File: config.mk
export PLATFORM = sky130hd
export DESIGN_NAME = rv32_mod_fetch_flat
export DESIGN_NICKNAME = d
export VERILOG_FILES = /design/src/rtl/rv32_mod_fetch_if.sv /design/src/rtl/rv32_mod_fetch.sv /design/src/flat_wrapper.sv
export SDC_FILE = /design/constraint.sdc
export NUM_CORES = 1
export LEC_CHECK = 0
export BUFFER_PORTS_ARGS = -buffer_cell sky130_fd_sc_hd__buf_2
export CELL_PAD_IN_SITES_DETAIL_PLACEMENT = 1
export CELL_PAD_IN_SITES_GLOBAL_PLACEMENT = 1
export CORE_MARGIN = 8
export CORE_UTILIZATION = 25
export DETAILED_ROUTE_END_ITERATION = 10
export PLACE_DENSITY = 0.56
export SYNTH_ARGS = -nofsm -noshare
export SYNTH_HDL_FRONTEND = slang
export SYNTH_SLANG_ARGS = --single-unit
File: constraint.sdc
create_clock -name clk -period 4.74 [get_ports clk]
set_clock_uncertainty 0.05 [all_clocks]
set_input_delay 0.948 -clock clk [delete_from_list [all_inputs] [get_ports clk]]
set_output_delay 0.948 -clock clk [all_outputs]
set_load 0.01 [all_outputs]
File: src/rtl/rv32_mod_fetch_if.sv
// Instruction-memory request/ack bus, decode valid/ready handshake and branch
// redirect signals of the rv32imc fetch unit.
interface rv32_mod_fetch_if;
  logic        imem_req;
  logic [31:0] imem_addr;
  logic        imem_ack;
  logic [31:0] imem_rdata;
  logic        instr_valid;
  logic        instr_ready;
  logic [31:0] instr;
  logic [31:0] instr_pc;
  logic        instr_is_rvc;
  logic        branch_taken;
  logic [31:0] branch_target;

  modport master (
    output imem_req, imem_addr, instr_valid, instr, instr_pc, instr_is_rvc,
    input  imem_ack, imem_rdata, instr_ready, branch_taken, branch_target
  );

  modport slave (
    input  imem_req, imem_addr, instr_valid, instr, instr_pc, instr_is_rvc,
    output imem_ack, imem_rdata, instr_ready, branch_taken, branch_target
  );
endinterface

File: src/rtl/rv32_mod_fetch.sv
// Fetch/PC unit: one-word buffer plus a carried low half for 32-bit
// instructions that straddle a word boundary; all outputs are registered.
module rv32_mod_fetch #(
  parameter logic [31:0] RESET_PC = 32'h0000_0000
) (
  input logic              clk,
  input logic              rst,
  rv32_mod_fetch_if.master bus
);
  localparam logic [31:0] PC_RST   = RESET_PC & ~32'h1;
  localparam logic [31:0] ADDR_RST = RESET_PC & ~32'h3;

  logic [31:0] r_pc;
  logic [31:0] r_buf_word;
  logic        r_buf_valid;
  logic [15:0] r_carry_half;
  logic        r_carry_valid;
  logic        r_pend;
  logic        r_drop;
  logic [31:0] r_addr;
  logic        r_instr_valid;
  logic [31:0] r_instr;
  logic [31:0] r_instr_pc;
  logic        r_instr_is_rvc;

  logic        w_ack;
  logic        w_outstanding;
  logic        w_consume;
  logic        w_split;
  logic [31:0] w_fetch_pc;
  logic [31:0] w_pc_n;
  logic [31:0] w_buf_word_n;
  logic        w_buf_valid_n;
  logic [15:0] w_carry_half_n;
  logic        w_carry_valid_n;
  logic        w_pend_n;
  logic        w_drop_n;
  logic [31:0] w_fetch_pc_n;
  logic [31:0] w_addr_n;
  logic [15:0] w_half_n;
  logic        w_valid_n;
  logic [31:0] w_instr_n;
  logic        w_rvc_n;

  assign bus.imem_req     = r_pend;
  assign bus.imem_addr    = r_addr;
  assign bus.instr_valid  = r_instr_valid;
  assign bus.instr        = r_instr;
  assign bus.instr_pc     = r_instr_pc;
  assign bus.instr_is_rvc = r_instr_is_rvc;

  assign w_ack         = bus.imem_ack && r_pend;
  assign w_outstanding = r_pend && !bus.imem_ack;
  assign w_consume     = r_instr_valid && bus.instr_ready && !bus.branch_taken;
  assign w_fetch_pc    = r_carry_valid ? (r_pc + 32'd2) : r_pc;
  assign w_split       = r_buf_valid && r_pc[1] && !r_carry_valid &&
                         (r_buf_word[17:16] == 2'b11);

  always_comb begin
    w_pc_n          = r_pc;
    w_buf_word_n    = r_buf_word;
    w_buf_valid_n   = r_buf_valid;
    w_carry_half_n  = r_carry_half;
    w_carry_valid_n = r_carry_valid;

    if (bus.branch_taken) begin
      w_pc_n          = bus.branch_target & ~32'h1;
      w_buf_valid_n   = 1'b0;
      w_carry_valid_n = 1'b0;
    end else begin
      if (w_ack && !r_drop) begin
        w_buf_word_n  = bus.imem_rdata;
        w_buf_valid_n = 1'b1;
      end
      // The buffer holds word fetch_pc[31:2]; after a spanning instruction
      // that is already the word the new pc points into, so it is kept.
      if (w_consume) begin
        w_pc_n          = r_pc + (r_instr_is_rvc ? 32'd2 : 32'd4);
        w_carry_valid_n = 1'b0;
        if (w_pc_n[31:2] != w_fetch_pc[31:2]) begin
          w_buf_valid_n = 1'b0;
        end
      end else if (w_split) begin
        w_carry_half_n  = r_buf_word[31:16];
        w_carry_valid_n = 1'b1;
        w_buf_valid_n   = 1'b0;
      end
    end

    // A single drop flag suffices because at most one request is in flight.
    w_drop_n     = w_outstanding && (bus.branch_taken || r_drop);
    w_pend_n     = w_outstanding || !w_buf_valid_n;
    w_fetch_pc_n = w_carry_valid_n ? (w_pc_n + 32'd2) : w_pc_n;
    w_addr_n     = w_outstanding ? r_addr : {w_fetch_pc_n[31:2], 2'b00};

    w_half_n  = w_pc_n[1] ? w_buf_word_n[31:16] : w_buf_word_n[15:0];
    w_valid_n = 1'b0;
    w_instr_n = r_instr;
    w_rvc_n   = r_instr_is_rvc;
    if (w_buf_valid_n) begin
      if (w_carry_valid_n) begin
        w_valid_n = 1'b1;
        w_instr_n = {w_buf_word_n[15:0], w_carry_half_n};
        w_rvc_n   = 1'b0;
      end else if (w_half_n[1:0] != 2'b11) begin
        w_valid_n = 1'b1;
        w_instr_n = {16'h0000, w_half_n};
        w_rvc_n   = 1'b1;
      end else if (!w_pc_n[1]) begin
        w_valid_n = 1'b1;
        w_instr_n = w_buf_word_n;
        w_rvc_n   = 1'b0;
      end
    end
  end

  always_ff @(posedge clk or posedge rst) begin
    if (rst) begin
      r_pc           <= PC_RST;
      r_buf_word     <= '0;
      r_buf_valid    <= 1'b0;
      r_carry_half   <= '0;
      r_carry_valid  <= 1'b0;
      r_pend         <= 1'b0;
      r_drop         <= 1'b0;
      r_addr         <= ADDR_RST;
      r_instr_valid  <= 1'b0;
      r_instr        <= '0;
      r_instr_pc     <= PC_RST;
      r_instr_is_rvc <= 1'b0;
    end else begin
      r_pc           <= w_pc_n;
      r_buf_word     <= w_buf_word_n;
      r_buf_valid    <= w_buf_valid_n;
      r_carry_half   <= w_carry_half_n;
      r_carry_valid  <= w_carry_valid_n;
      r_pend         <= w_pend_n;
      r_drop         <= w_drop_n;
      r_addr         <= w_addr_n;
      r_instr_valid  <= w_valid_n;
      r_instr        <= w_instr_n;
      r_instr_pc     <= w_pc_n;
      r_instr_is_rvc <= w_rvc_n;
    end
  end
endmodule

File: src/flat_wrapper.sv
// flat-port wrapper written by rule: the top's interface ports become plain ports
module rv32_mod_fetch_flat 
#(
  parameter logic [31:0] RESET_PC = 32'h0000_0000
)
  (clk, rst, bus_imem_req, bus_imem_addr, bus_instr_valid, bus_instr, bus_instr_pc, bus_instr_is_rvc, bus_imem_ack, bus_imem_rdata, bus_instr_ready, bus_branch_taken, bus_branch_target);
  rv32_mod_fetch_if bus_i ();
  input logic clk;
  input logic rst;
  output wire logic [$bits(bus_i.imem_req)-1:0] bus_imem_req;
  output wire logic [$bits(bus_i.imem_addr)-1:0] bus_imem_addr;
  output wire logic [$bits(bus_i.instr_valid)-1:0] bus_instr_valid;
  output wire logic [$bits(bus_i.instr)-1:0] bus_instr;
  output wire logic [$bits(bus_i.instr_pc)-1:0] bus_instr_pc;
  output wire logic [$bits(bus_i.instr_is_rvc)-1:0] bus_instr_is_rvc;
  input wire logic [$bits(bus_i.imem_ack)-1:0] bus_imem_ack;
  input wire logic [$bits(bus_i.imem_rdata)-1:0] bus_imem_rdata;
  input wire logic [$bits(bus_i.instr_ready)-1:0] bus_instr_ready;
  input wire logic [$bits(bus_i.branch_taken)-1:0] bus_branch_taken;
  input wire logic [$bits(bus_i.branch_target)-1:0] bus_branch_target;
  assign bus_imem_req = bus_i.imem_req;
  assign bus_imem_addr = bus_i.imem_addr;
  assign bus_instr_valid = bus_i.instr_valid;
  assign bus_instr = bus_i.instr;
  assign bus_instr_pc = bus_i.instr_pc;
  assign bus_instr_is_rvc = bus_i.instr_is_rvc;
  assign bus_i.imem_ack = bus_imem_ack;
  assign bus_i.imem_rdata = bus_imem_rdata;
  assign bus_i.instr_ready = bus_instr_ready;
  assign bus_i.branch_taken = bus_branch_taken;
  assign bus_i.branch_target = bus_branch_target;
  rv32_mod_fetch #(.RESET_PC(RESET_PC)) u_core (.clk(clk), .rst(rst), .bus(bus_i));
endmodule
# [Word level (Yosys, flattened, before mapping)]
# Cells that the tools add are included.
[totals] mem_bits_ro=0 n_memories=0 latchBits=0 in_bits=69 ram_bits=0 regBits=148 out_inout_bits=99 elab_cells=64
[op_classes] shift=0 n_reduce_logical=17 eq_ne=4 mux=29 bitwise_logic=0 n_lt_le_gt_ge=0 n_addsub=3 div=0 multipliers=0
[ops] op="2-to-1 mux 32 bit" n=9
[ops] op="adder 32 x 2 -> 32 bit, second input constant" n=2
[ops] op="2-to-1 mux 16 bit" n=4
[ops] op="adder 32 bit" n=1
[ops] op="!= test 30 bit" n=1
[ops] op="2-to-1 mux 1 bit" n=15
[ops] op="logical AND 1 bit" n=9
[ops] op="logical NOT 1 bit" n=5
[ops] op="2-to-1 mux 3 bit" n=1
[ops] op="!= test 3 bit, second input constant" n=1
[ops] op="equality test 2 bit, second input constant" n=1
[ops] op="logical OR 1 bit" n=2
[ops] op="!= test 2 bit, second input constant" n=1
[ops] op="AND reduction 2 bit" n=1

# [Depth between registers and ports, before layout]
# Gate-level depths: netlist of the first run.
[depth] depth_word=9 ltp_mapped=15 depth_no_buf=14

# [Worst setup path before layout of the first run]
# OpenSTA, ideal clock, no wires.
[synth_path] path_type="in2reg" start="in bus_branch_taken" end="reg u_core.r_addr[29] (netlist: u_core.bus.imem_addr[29])" t_arrival_ns=4.253 setup_ns=0.082 cell_stages=15 slack_ns=0.355 path_cell_list="clkbuf_1 > clkbuf_1 > clkbuf_1 > buf_1 > clkbuf_1 > nand2_1 > o21ai_0 > ha_1 > nand3_1 > nor2_1 > nand2_1 > nor4_1 > nand4_1 > or4_1 > a31oi_1"
[synth_via] elab_chain_cells=6 elab_cells_between_ends=8
[synth_lines] item="from (decl)" line_no="flat_wrapper.sv:19" rtl="input wire logic [$bits(bus_i.branch_taken)-1:0] bus_branch_taken;"
[synth_lines] item="logical NOT 1 bit" line_no="rv32_mod_fetch.sv:54" rtl="assign w_consume = r_instr_valid && bus.instr_ready && !bus.branch_taken;"
[synth_lines] item="logical AND 1 bit" line_no="rv32_mod_fetch.sv:54"
[synth_lines] item="2-to-1 mux 32 bit" line_no="rv32_mod_fetch.sv:77" rtl="if (w_consume) begin"
[synth_lines] item="2-to-1 mux 32 bit *" line_no="rv32_mod_fetch.sv:66" rtl="if (bus.branch_taken) begin"
[synth_lines] item="net u_core.w_pc_n[2]" line_no="rv32_mod_fetch.sv:31" rtl="logic [31:0] w_pc_n;"
[synth_lines] item="adder 32 x 2 -> 32 bit *" line_no="rv32_mod_fetch.sv:93" rtl="w_fetch_pc_n = w_carry_valid_n ? (w_pc_n + 32'd2) : w_pc_n;"
[synth_lines] item="2-to-1 mux 32 bit *" line_no="rv32_mod_fetch.sv:93"
[synth_lines] item="to (signal assigned)" line_no="rv32_mod_fetch.sv:139" rtl="r_addr <= w_addr_n;"
[synth_lines] item="to (decl)" line_no="rv32_mod_fetch.sv:20" rtl="logic [31:0] r_addr;"
# The timed path passes the listed nets; every way through them passes the cells marked *.
# A chain may end at the register's enable or synchronous reset.

# [Worst setup path after layout of the first run]
[layout_path] start="reg u_core.r_pc[1]" end="reg u_core.r_addr[31] (netlist: u_core.bus.imem_addr[31])"
[layout_via] elab_chain_cells=7 elab_cells_between_ends=11
[layout_lines] item="from (decl)" line_no="rv32_mod_fetch.sv:13" rtl="logic [31:0] r_pc;"
[layout_lines] item="from (signal assigned)" line_no="rv32_mod_fetch.sv:132" rtl="r_pc <= w_pc_n;"
[layout_lines] item="branches (longest 6 deep; another with adder 32 bit)"
[layout_lines] item="2-to-1 mux 32 bit *" line_no="rv32_mod_fetch.sv:93"
# Every way passes the cells marked *.

==> qor.yml, run 1 <==
ff2ff_setup_slack_ns: 0.31
layout_setup_ws_ns: 0.315
worst_slew_pin_slew_ns: 1.09
hold_buffers: 0
power_leakage_nw: 4.25
core.rowCount: 64
ys_seq_elements: 147
fp.dieArea_um2: 36400
start_util: 0.252
wl_per_cell_um: 19.4
synth_top_area_frac: 0.481
first_pass_iters: 4
post-dp-hpwl_um: 19400
power.total_w: 0.00444
powerDensity_nw_per_um2: 461
critPathCaptureType: "register"
syn_inst: 815
setup_viol: 0
power.switching_w: 0.00155
ys_types: 66
p_sw_frac: 0.350
place_ws_ns: 0.184
worstSetupPathType: "reg2reg"
worstSkewPairLatency_ns: 0.43
cp_max_fo: 6
clkSinkCount: 147
pwr-share-clk: 0.323
area_growth_pct: 26.1
insertedDiodeCount: 0
worstPathRequired_ns: 5.03
antenna_found_initial: 3
post-cts-setup-buffers: 0
path_cells: "ha_1, inv_1, fa_1, nand3b_2, or4_1, or4_1, a221oi_2, o211ai_2, or4_4, or4_1, a31oi_1"
regArea_um2: 3680
synthTopCellsByCount: "dfrtp_1 (147), nor2_1 (91), nand2_1 (88), o21ai_0 (47), inv_1 (42)"
synth-edff-count: 0
drv_slew: 0
fillCellCount: 3585
hold_viol_final: 0
path_buf_inv: 1
synth_area_leaders: "dfrtp_1 (48%), mux2_2 (5.3%), nor2_1 (4.5%), nand2_1 (4.3%), o21ai_0 (3.1%)"
drt-initial-drc-count: 310
path_delay_family: "simple AND/OR/NAND/NOR gates"
crit_path_max_incr_delay_ns: 0.70
grt_pass1_vias: 7212
avgSynthCellArea_um2: 9.38
yosysTopAreaCell: "dfrtp_1"
final_layout_size_suffix_gt1_frac: 0.285
grt_max_degree: 96
rsz0062_at_grt: "false"
grt-ovfl-total: 0
whs_ns: 0.412
fmax_mhz: 226
die_h_um: 191
remaining_drc_errors: 0
drtAntennaViolNets: 0
grtUsageTotal: 0.148
syn-cell-area_um2: 7640
ys_seq_area_frac: 0.481
drt-total-wl_um: 26800
cp-start-kind: "register"
ios: 168
multiInputGateArea_um2: 3620
period_minus_slack_ns: 4.43
cts_buffers: 17
drv_cap: 0
vias: 6691
crit_slowest_cell: "or4_1"
h-tree-depth: 4
async_flop_share: 1.00
port_buffers: 163
tns_ns: 0
status: "completed"
vias_per_cell: 4.83
clk_pin_slew_ns: 0.07
clockBufferDepth: 2
yosysWarnings: 0
grt_pass1_wl_um: 42100
core_um2: 30300
combPwrFrac: 0.281
synth_ff_type: "dfrtp_1"
min_path_type: "reg2reg"
slew_headroom: 0.272
cts_tree: "done"
seqPwrFrac: 0.396
fin_crit_sh: 0.934
die_x_um: 191
cts-root-buf: "clkbuf_16"
gp_congestion: 0.787
irDropWorstVdd_mv: 0.220
cp_data_arrival_time_ns: 4.72
fin_nets: 1051
synth_most_common_cell: "dfrtp_1"
crit_top_cell: "or4_1"
internal-power_w: 0.00289
[registers in the layout, indices dropped and copies added, names as in the netlist]
register                 count
u_core.r_carry_half         16
u_core.r_drop                1
u_core.r_carry_valid         1
u_core.bus.instr_is_rvc      1
u_core.r_buf_valid           1
u_core.bus.instr            32
u_core.bus.imem_req          1
u_core.bus.instr_valid       1
u_core.r_buf_word           32
u_core.bus.imem_addr        30
u_core.r_pc                 31
[through the flow]
step                      std cells   util  instance area, µm²
after floorplan                 817      -                7660
after CTS                      1385  0.318                9640
final                          1385  0.318                9640
after detailed placement       1354  0.297                9030
after global placement         1354  0.297                9030
after global routing           1385  0.318                9640
[layer usage]
metal | wire, µm | track usage | part of all wire | up-vias
met5 | 40 | 0 | 0.0015 | -
met4 | 222 | 0.0340 | 0.0083 | 6
met3 | 1790 | 0.0459 | 0.067 | 21
met2 | 13100 | 0.250 | 0.49 | 155
met1 | 11700 | 0.182 | 0.44 | 3305
li1 | - | - | - | 3204
[layout by cell type, fill, tap and decap left out, drive strengths merged, types with 5 or more instances in the layout]
master  netlist  final
nand3        26     26
mux2         36     36
mux2i        22     22
nand2        89     89
nand2b        6      6
buf          22    195
nand4        18     18
o21ai        47     47
a31oi        30     30
o211ai        5      5
o21a          7      7
xnor2        17     17
nor3          7      7
nor4         11     11
nor2b         9      9
xor2         13     13
inv          42     49
o31ai        26     26
dfrtp       147    147
clkbuf       32     18
or3           8      8
nor2         91     91
a21oi        25     25
or4          18     18
[logic make-up (layout without fill, tap and decap cells)]
logic type,count (synthesis),in the layout,share of synthesized area
buf+inv,96,268,0.0498
compound gates,168,168,0.141
fa+ha+maj,5,5,0.00917
flops,147,147,0.481
simple gates,310,310,0.202
other cells,1,3,0.000491
mux,58,58,0.0818
xor+xnor,30,30,0.0344
[power by group through the flow]
stage          sequential [W]  clock [W]  combinational, W
2_1_floorplan         0.00184          0          0.000676
3_3_place_gp          0.00177          0           0.00126
3_5_place_dp          0.00178          0           0.00128
4_1_cts               0.00176    0.00149           0.00129
5_1_grt               0.00181    0.00153           0.00140
6_report              0.00176    0.00144           0.00125
[path summary, 6_finish.rpt]
check,endpoint,start,cells past startpoint
min,u_core.r_carry_half[1]$_DFF_PP0_,u_core.r_carry_half[1]$_DFF_PP0_,1
max in group asynchronous,u_core.bus.imem_addr[23]$_DFFE_PP0N_,rst,3
min in group asynchronous,u_core.bus.imem_addr[5]$_DFFE_PP0N_,rst,2
min reg2reg,u_core.r_carry_half[1]$_DFF_PP0_,u_core.r_carry_half[1]$_DFF_PP0_,1
max reg2reg,u_core.bus.imem_addr[31]$_DFFE_PP0N_,u_core.r_pc[1]$_DFF_PP0_,11
max,u_core.bus.imem_addr[31]$_DFFE_PP0N_,u_core.r_pc[1]$_DFF_PP0_,11
[final cells by class]
type	instances	share of cell area
sequential	147	0.382
multi-input combinational	574	0.376
clock buffer	18	0.0456
clock inverter	13	0.0175
tap	396	0.0514
timing repair buffer	195	0.111
inverter	42	0.0167
[repair_timing]
action / CTS / global route
gates resized for setup: 0 / 0
hold endpoints to repair: 0 / 0
setup endpoints to repair: 0 / 1
Note: power is estimated with default switching activity, not from simulation.
==> run 2: changes to the inputs <==
==> constraint.sdc (replaced) <==
create_clock -name clk -period 4.74 [get_ports clk]
set_clock_uncertainty 0.05 [all_clocks]
set_input_delay 0.237 -clock clk [delete_from_list [all_inputs] [get_ports clk]]
set_output_delay 0.237 -clock clk [all_outputs]
set_load 0.01 [all_outputs]
==> qor.yml, run 2 (synthesis gave the netlist of run 1 again) <==
status: "completed"  # unchanged
h-tree-depth: 4  # unchanged
worstSetupPathType: "reg2reg"  # unchanged
wl_met1_um: 11600  # was 11700 µm
worst_slew_pin_slew_ns: 1.13  # was 1.09 ns
crit_start: "u_core.bus.instr_is_rvc$_DFFE_PP0P_"  # was u_core.r_pc[1]$_DFF_PP0_
p_sw_frac: 0.355  # was 0.350
start_util: 0.252  # unchanged
antenna_found_initial: 3  # unchanged
hp-start: "bus_imem_rdata[12]"  # was u_core.r_carry_half[1]$_DFF_PP0_
grt_pass1_vias: 7298  # was 7212
core_um2: 30300  # unchanged
powerDensity_nw_per_um2: 457  # was 461 nW/µm²
pwr-share-clk: 0.314  # was 0.323
cp_max_fo: 6  # unchanged
drtAntennaViolNets: 0  # unchanged
clk_pin_slew_ns: 0.07  # about the same
remaining_drc_errors: 0  # unchanged
r2r-start: "u_core.bus.instr_is_rvc$_DFFE_PP0P_"  # was u_core.r_pc[1]$_DFF_PP0_
core.rowCount: 64  # unchanged
route.met2.wl_um: 13000  # was 13100 µm
insertedDiodeCount: 0  # unchanged
drt-total-wl_um: 27000  # was 26800 µm
ff2ff_setup_slack_ns: 0.25  # was 0.31 ns
slew_headroom: 0.249  # was 0.272
post-dp-hpwl_um: 19600  # was 19400 µm
drv_cap: 0  # unchanged
drv_slew: 0  # unchanged
clkSinkCount: 147  # unchanged
vias: 6760  # was 6691
cts-root-buf: "clkbuf_16"  # unchanged
setup_viol: 0  # unchanged
fmax_mhz: 223  # was 226 MHz
ios: 168  # unchanged
cp-start-kind: "register"  # unchanged
wl_per_cell_um: 19.6  # was 19.4 µm
fin_nets: 1043  # was 1051
internal-power_w: 0.00281  # was 0.00289 W
tns_ns: 0  # unchanged
final_common_cell: "buf_2"  # unchanged
cp_data_arrival_time_ns: 4.78  # was 4.72 ns
min_path_type: "in2reg"  # was reg2reg
drt-initial-drc-count: 242  # was 310
cts_buffers: 17  # unchanged
period_minus_slack_ns: 4.49  # was 4.43 ns
first_pass_iters: 4  # unchanged
clockBufferDepth: 2  # unchanged
gp_congestion: 0.750  # was 0.787
r2r-end: "u_core.bus.imem_addr[31]$_DFFE_PP0N_"  # unchanged
fin_crit_sh: 0.948  # was 0.934
stdcell_count: 1378  # was 1385
rsz0062_at_grt: "false"  # unchanged
die_h_um: 191  # unchanged
worstSkewPairLatency_ns: 0.43  # about the same
grt_max_degree: 69  # was 96
reg2regPathDepth: 11  # unchanged
power_leakage_nw: 4.20  # was 4.25 nW
port_buffers: 163  # unchanged
grt-ovfl-total: 0  # unchanged
hold_viol_final: 0  # unchanged
grt_pass1_wl_um: 42800  # was 42100 µm
fp.dieArea_um2: 36400  # unchanged
power.switching_w: 0.00155  # about the same
wl_met3_um: 2000  # was 1790 µm
worstHoldPathCells: 3  # was 1
place_inst: 1345  # was 1354
irDropWorstVdd_mv: 0.197  # was 0.220 mV
top_layer_used: "met5"  # unchanged
seqPwrFrac: 0.406  # was 0.396
grtUsageTotal: 0.150  # was 0.148
cts_tree: "done"  # unchanged
most-common-layout-cells: "buf_2 (163), dfrtp_1 (147), nor2_1 (91)"  # unchanged
critPathCaptureType: "register"  # unchanged
die_x_um: 191  # unchanged
final_layout_size_suffix_gt1_frac: 0.278  # was 0.285
worstPathRequired_ns: 5.03  # about the same
vias_per_cell: 4.91  # was 4.83
area_growth_pct: 24.7  # was 26.1%
min_to: "u_core.r_buf_word[12]$_DFF_PP0_"  # was u_core.r_carry_half[1]$_DFF_PP0_
combPwrFrac: 0.281  # about the same
## run 2: what timing repair did
action | in CTS | in global routing
resized for setup | 0 | 0
endpoints found under the setup margin | 0 | 2
hold buffers | 1 | 0
buffers inserted | 0 | 0
endpoints found under the hold margin | 66 | 0
## run 2: layout make-up
cell class / count / area [µm²]
Fill cell: 3557 / 20800
Sequential cell: 147 / 3680
Multi-Input combinational cell: 574 / 3620
Timing Repair Buffer: 187 / 998
Tap cell: 396 / 495
Clock buffer: 18 / 429
Inverter: 42 / 163
Clock inverter: 14 / 143
## run 2: power groups by stage
stage	sequential (W)	clock [W]	combinational, W
after floorplan	0.00183	0	0.000675
after global placement	0.00178	0	0.00124
after detailed placement	0.00179	0	0.00126
after CTS	0.00177	0.00141	0.00126
after global routing	0.00181	0.00146	0.00139
final	0.00177	0.00137	0.00122
## run 2: through the flow
stage          utilization  hold WS [ns]  setup WS (ns)  power, W  cell area, µm²
2_1_floorplan            -         0.334          0.482   0.00251            7650
4_1_cts              0.314       0.00122          0.244   0.00445            9530
3_5_place_dp         0.295         0.353          0.267   0.00305            8950
3_3_place_gp         0.295         0.350          0.334   0.00302            8950
5_1_grt              0.314        0.0194        0.00138   0.00466            9530
6_report             0.314        0.0134          0.248   0.00436            9530
## run 2: worst max-delay path: stages (launching register included)
cell and delay [ns]:
dfrtp_1 0.45, ha_1 0.23, inv_1 0.06, fa_1 0.42, nand3b_2 0.23, or4_1 0.65
or4_1 0.60, a221oi_2 0.30, o211ai_2 0.17, or4_4 0.59, or4_1 0.47, a31oi_1 0.17
## run 2: worst max path at each step
stage                                                      end  slack, ns  depth (start not counted)
after CTS                 u_core.bus.imem_addr[31]$_DFFE_PP0N_       0.24                         11
final                     u_core.bus.imem_addr[31]$_DFFE_PP0N_       0.25                         11
after global routing      u_core.bus.imem_addr[31]$_DFFE_PP0N_      0.001                         14
after global placement    u_core.bus.imem_addr[31]$_DFFE_PP0N_       0.33                         11
after detailed placement  u_core.bus.imem_addr[31]$_DFFE_PP0N_       0.27                         11
after floorplan           u_core.bus.imem_addr[31]$_DFFE_PP0N_       0.48                         11
## run 2: layer usage
metal | vias up | GRT usage
li1 | 3177 | -
met1 | 3394 | 0.181
met2 | 151 | 0.250
met3 | 32 | 0.0518
met4 | 6 | 0.0385
met5 | - | 0
==> run 3: changes to the inputs <==
--- a/config.mk
+++ b/config.mk
@@ -5,13 +5,14 @@
 export SDC_FILE = /design/constraint.sdc
 export NUM_CORES = 1
 export LEC_CHECK = 0
+export ABC_AREA = 1
 export BUFFER_PORTS_ARGS = -buffer_cell sky130_fd_sc_hd__buf_2
 export CELL_PAD_IN_SITES_DETAIL_PLACEMENT = 1
 export CELL_PAD_IN_SITES_GLOBAL_PLACEMENT = 1
 export CORE_MARGIN = 8
 export CORE_UTILIZATION = 25
 export DETAILED_ROUTE_END_ITERATION = 10
-export PLACE_DENSITY = 0.56
+export PLACE_DENSITY = 0.57
 export SYNTH_ARGS = -nofsm -noshare
 export SYNTH_HDL_FRONTEND = slang
 export SYNTH_SLANG_ARGS = --single-unit
==> qor.yml, run 3 <==
pwr-share-clk: 0.305  # was 0.314
power.switching_w: 0.00159  # was 0.00155 W
syn-cell-area_um2: 8210  # was 7640 µm²
final_layout_size_suffix_gt1_frac: 0.220  # was 0.278
worstPathRequired_ns: 4.96  # was 5.03 ns
core_um2: 32500  # was 30300 µm²
cp_data_arrival_time_ns: 3.88  # was 4.78 ns
antenna_found_initial: 2  # was 3
setup_viol: 0  # unchanged
fillCellCount: 3984  # was 3557
die_h_um: 197  # was 191 µm
yosysTopAreaCell: "dfrtp_1"  # unchanged
drv_slew: 0  # unchanged
min_path_type: "in2reg"  # unchanged
synth_area_leaders: "dfrtp_1 (45%), nand2_1 (14%), nor2_1 (5.9%), inv_1 (5.3%), nand3_1 (4.6%)"  # was dfrtp_1 (48%), mux2_2 (5.3%), nor2_1 (4.5%), nand2_1 (4.3%), o21ai_0 (3.1%)
fp.dieArea_um2: 38900  # was 36400 µm²
vias: 7598  # was 6760
drt-initial-drc-count: 328  # was 242
slew_headroom: 0.387  # was 0.249
worstSetupPathType: "reg2reg"  # unchanged
cp-start-kind: "register"  # unchanged
grt_max_degree: 78  # was 69
power_leakage_nw: 5.17  # was 4.20 nW
fin_crit_sh: 0.772  # was 0.948
ys_seq_elements: 147  # unchanged
cts-root-buf: "clkbuf_16"  # unchanged
gp_congestion: 0.834  # was 0.750
clkSinkCount: 147  # unchanged
seqPwrFrac: 0.401  # was 0.406
start_util: 0.253  # was 0.252
cp_max_fo: 59  # was 6
synth_ff_type: "dfrtp_1"  # unchanged
clockBufferDepth: 2  # unchanged
drt-total-wl_um: 29300  # was 27000 µm
synth_most_common_cell: "nand2_1"  # was dfrtp_1
grt_pass1_vias: 8139  # was 7298
wl_per_cell_um: 17.1  # was 19.6 µm
async_flop_share: 1.00  # unchanged
tns_ns: 0  # unchanged
syn_inst: 1079  # was 815
port_buffers: 163  # unchanged
grt_pass1_wl_um: 46500  # was 42800 µm
yosysWarnings: 0  # unchanged
post_cts_resized: 0  # unchanged
final_common_cell: "nand2_1"  # was buf_2
avgSynthCellArea_um2: 7.61  # was 9.38 µm²
fin_nets: 1323  # was 1043
h-tree-depth: 4  # unchanged
internal-power_w: 0.00283  # was 0.00281 W
cts_tree: "done"  # unchanged
ys_types: 42  # was 66
drtAntennaViolNets: 0  # unchanged
cts_buffers: 17  # unchanged
ff2ff_setup_slack_ns: 1.08  # was 0.25 ns
grtUsageTotal: 0.152  # was 0.150
critPathCaptureType: "register"  # unchanged
place_inst: 1656  # was 1345
synth_top_area_frac: 0.448  # was 0.481
hold_buffers: 16  # was 1
rsz0062_at_grt: "false"  # unchanged
post-cts-setup-buffers: 0  # unchanged
ios: 168  # unchanged
core.rowCount: 66  # was 64
powerDensity_nw_per_um2: 432  # was 457 nW/µm²
worstSkewPairLatency_ns: 0.43  # about the same
synth-edff-count: 0  # unchanged
status: "completed"  # unchanged
dpl_cell_area_um2: 9470  # was 8950 µm²
stdcell_count: 1706  # was 1378
remaining_drc_errors: 0  # unchanged
die_x_um: 197  # was 191 µm
combPwrFrac: 0.294  # was 0.281
hold_viol_final: 0  # unchanged
clk_pin_slew_ns: 0.07  # about the same
vias_per_cell: 4.45  # was 4.91
finalInstanceArea_um2: 10200  # was 9530 µm²
p_sw_frac: 0.360  # was 0.355
worst_slew_pin_slew_ns: 0.919  # was 1.13 ns
layout_setup_ws_ns: 1.08  # was 0.248 ns
grt-ovfl-total: 0  # unchanged
synthTopCellsByCount: "nand2_1 (305), dfrtp_1 (147), nor2_1 (129), inv_1 (115), nand3_1 (76)"  # was dfrtp_1 (147), nor2_1 (91), nand2_1 (88), o21ai_0 (47), inv_1 (42)
period_minus_slack_ns: 3.66  # was 4.49 ns
irDropWorstVdd_mv: 0.209  # was 0.197 mV
fmax_mhz: 273  # was 223 MHz
first_pass_iters: 4  # unchanged
drv_cap: 0  # unchanged
place_ws_ns: 0.940  # was 0.267 ns
most-common-layout-cells: "nand2_1 (304), buf_2 (163), dfrtp_1 (147)"  # was buf_2 (163), dfrtp_1 (147), nor2_1 (91)
ys_seq_area_frac: 0.448  # was 0.481
area_growth_pct: 24.5  # was 24.7%
post-dp-hpwl_um: 22600  # was 19600 µm
==> run 3: routing by layer <==
metal	global-route usage	vias to the layer above	routed length, µm
met5	0	-	0
met4	0.0387	0	365
met3	0.0421	25	1600
met2	0.249	134	13500
met1	0.196	3653	13800
li1	-	3786	-
==> run 3: power by group through the flow <==
stage,clock network [W],registers (W),logic (W)
6_report,0.00135,0.00177,0.00130
5_1_grt,0.00144,0.00181,0.00148
4_1_cts,0.00139,0.00177,0.00133
3_5_place_dp,0,0.00179,0.00131
3_3_place_gp,0,0.00178,0.00129
2_1_floorplan,0,0.00182,0.000743
==> run 3: per-stage QoR <==
step                 util  hold slack [ns]  total power (W)
floorplan               -            0.341          0.00257
global placement    0.292            0.371          0.00307
detailed placement  0.292            0.370          0.00311
CTS                 0.315         0.000589          0.00450
global route        0.315           0.0135          0.00473
finish              0.315           0.0231          0.00441
==> run 3: path summary, 6_finish.rpt <==
check / start / endpoint / depth (start not counted)
max: u_core.bus.instr_valid$_DFF_PP0_ / u_core.bus.instr[29]$_DFFE_PP0P_ / 13
min: bus_imem_rdata[29] / u_core.r_buf_word[29]$_DFF_PP0_ / 3
max reg2reg: u_core.bus.instr_valid$_DFF_PP0_ / u_core.bus.instr[29]$_DFFE_PP0P_ / 13
min reg2reg: u_core.r_carry_half[0]$_DFF_PP0_ / u_core.r_carry_half[0]$_DFF_PP0_ / 1
max in group asynchronous: rst / u_core.r_carry_half[13]$_DFF_PP0_ / 4
min in group asynchronous: rst / u_core.r_pc[1]$_DFF_PP0_ / 3
==> run 3: critical path, cell delays in order, from the launching register on <==
cell	delay (ns)
dfrtp_1	0.43
nand2_2	0.13
nor2_4	0.55
nand2_1	0.19
nand3_4	0.21
inv_2	0.06
nor2_1	0.11
a21oi_2	0.05
inv_2	0.06
nand2_2	0.08
nor2_4	0.45
a21oi_4	0.19
inv_2	0.69
o21ai_0	0.21
==> run 3: cell families after synthesis <==
family | share of synthesized area
buffers and inverters | 0.0802
flip-flops | 0.448
AO/OA/AOI/OAI | 0.0921
AND/OR/NAND/NOR | 0.307
other | 0.000457
adder cells (fa/ha/maj) | 0.00854
multiplexers | 0.0533
XOR/XNOR | 0.0107
==> run 3: area by class of cell <==
class	count	area [µm²]	area share
repair buffers	187	1040	0.101
clock buffers	21	470	0.0460
clock inverters	11	115	0.0113
multi-input cells	773	3900	0.381
flip-flops and latches	147	3680	0.360
well taps	442	553	0.0541
inverters	123	467	0.0457
diodes	2	5.00	0.000490
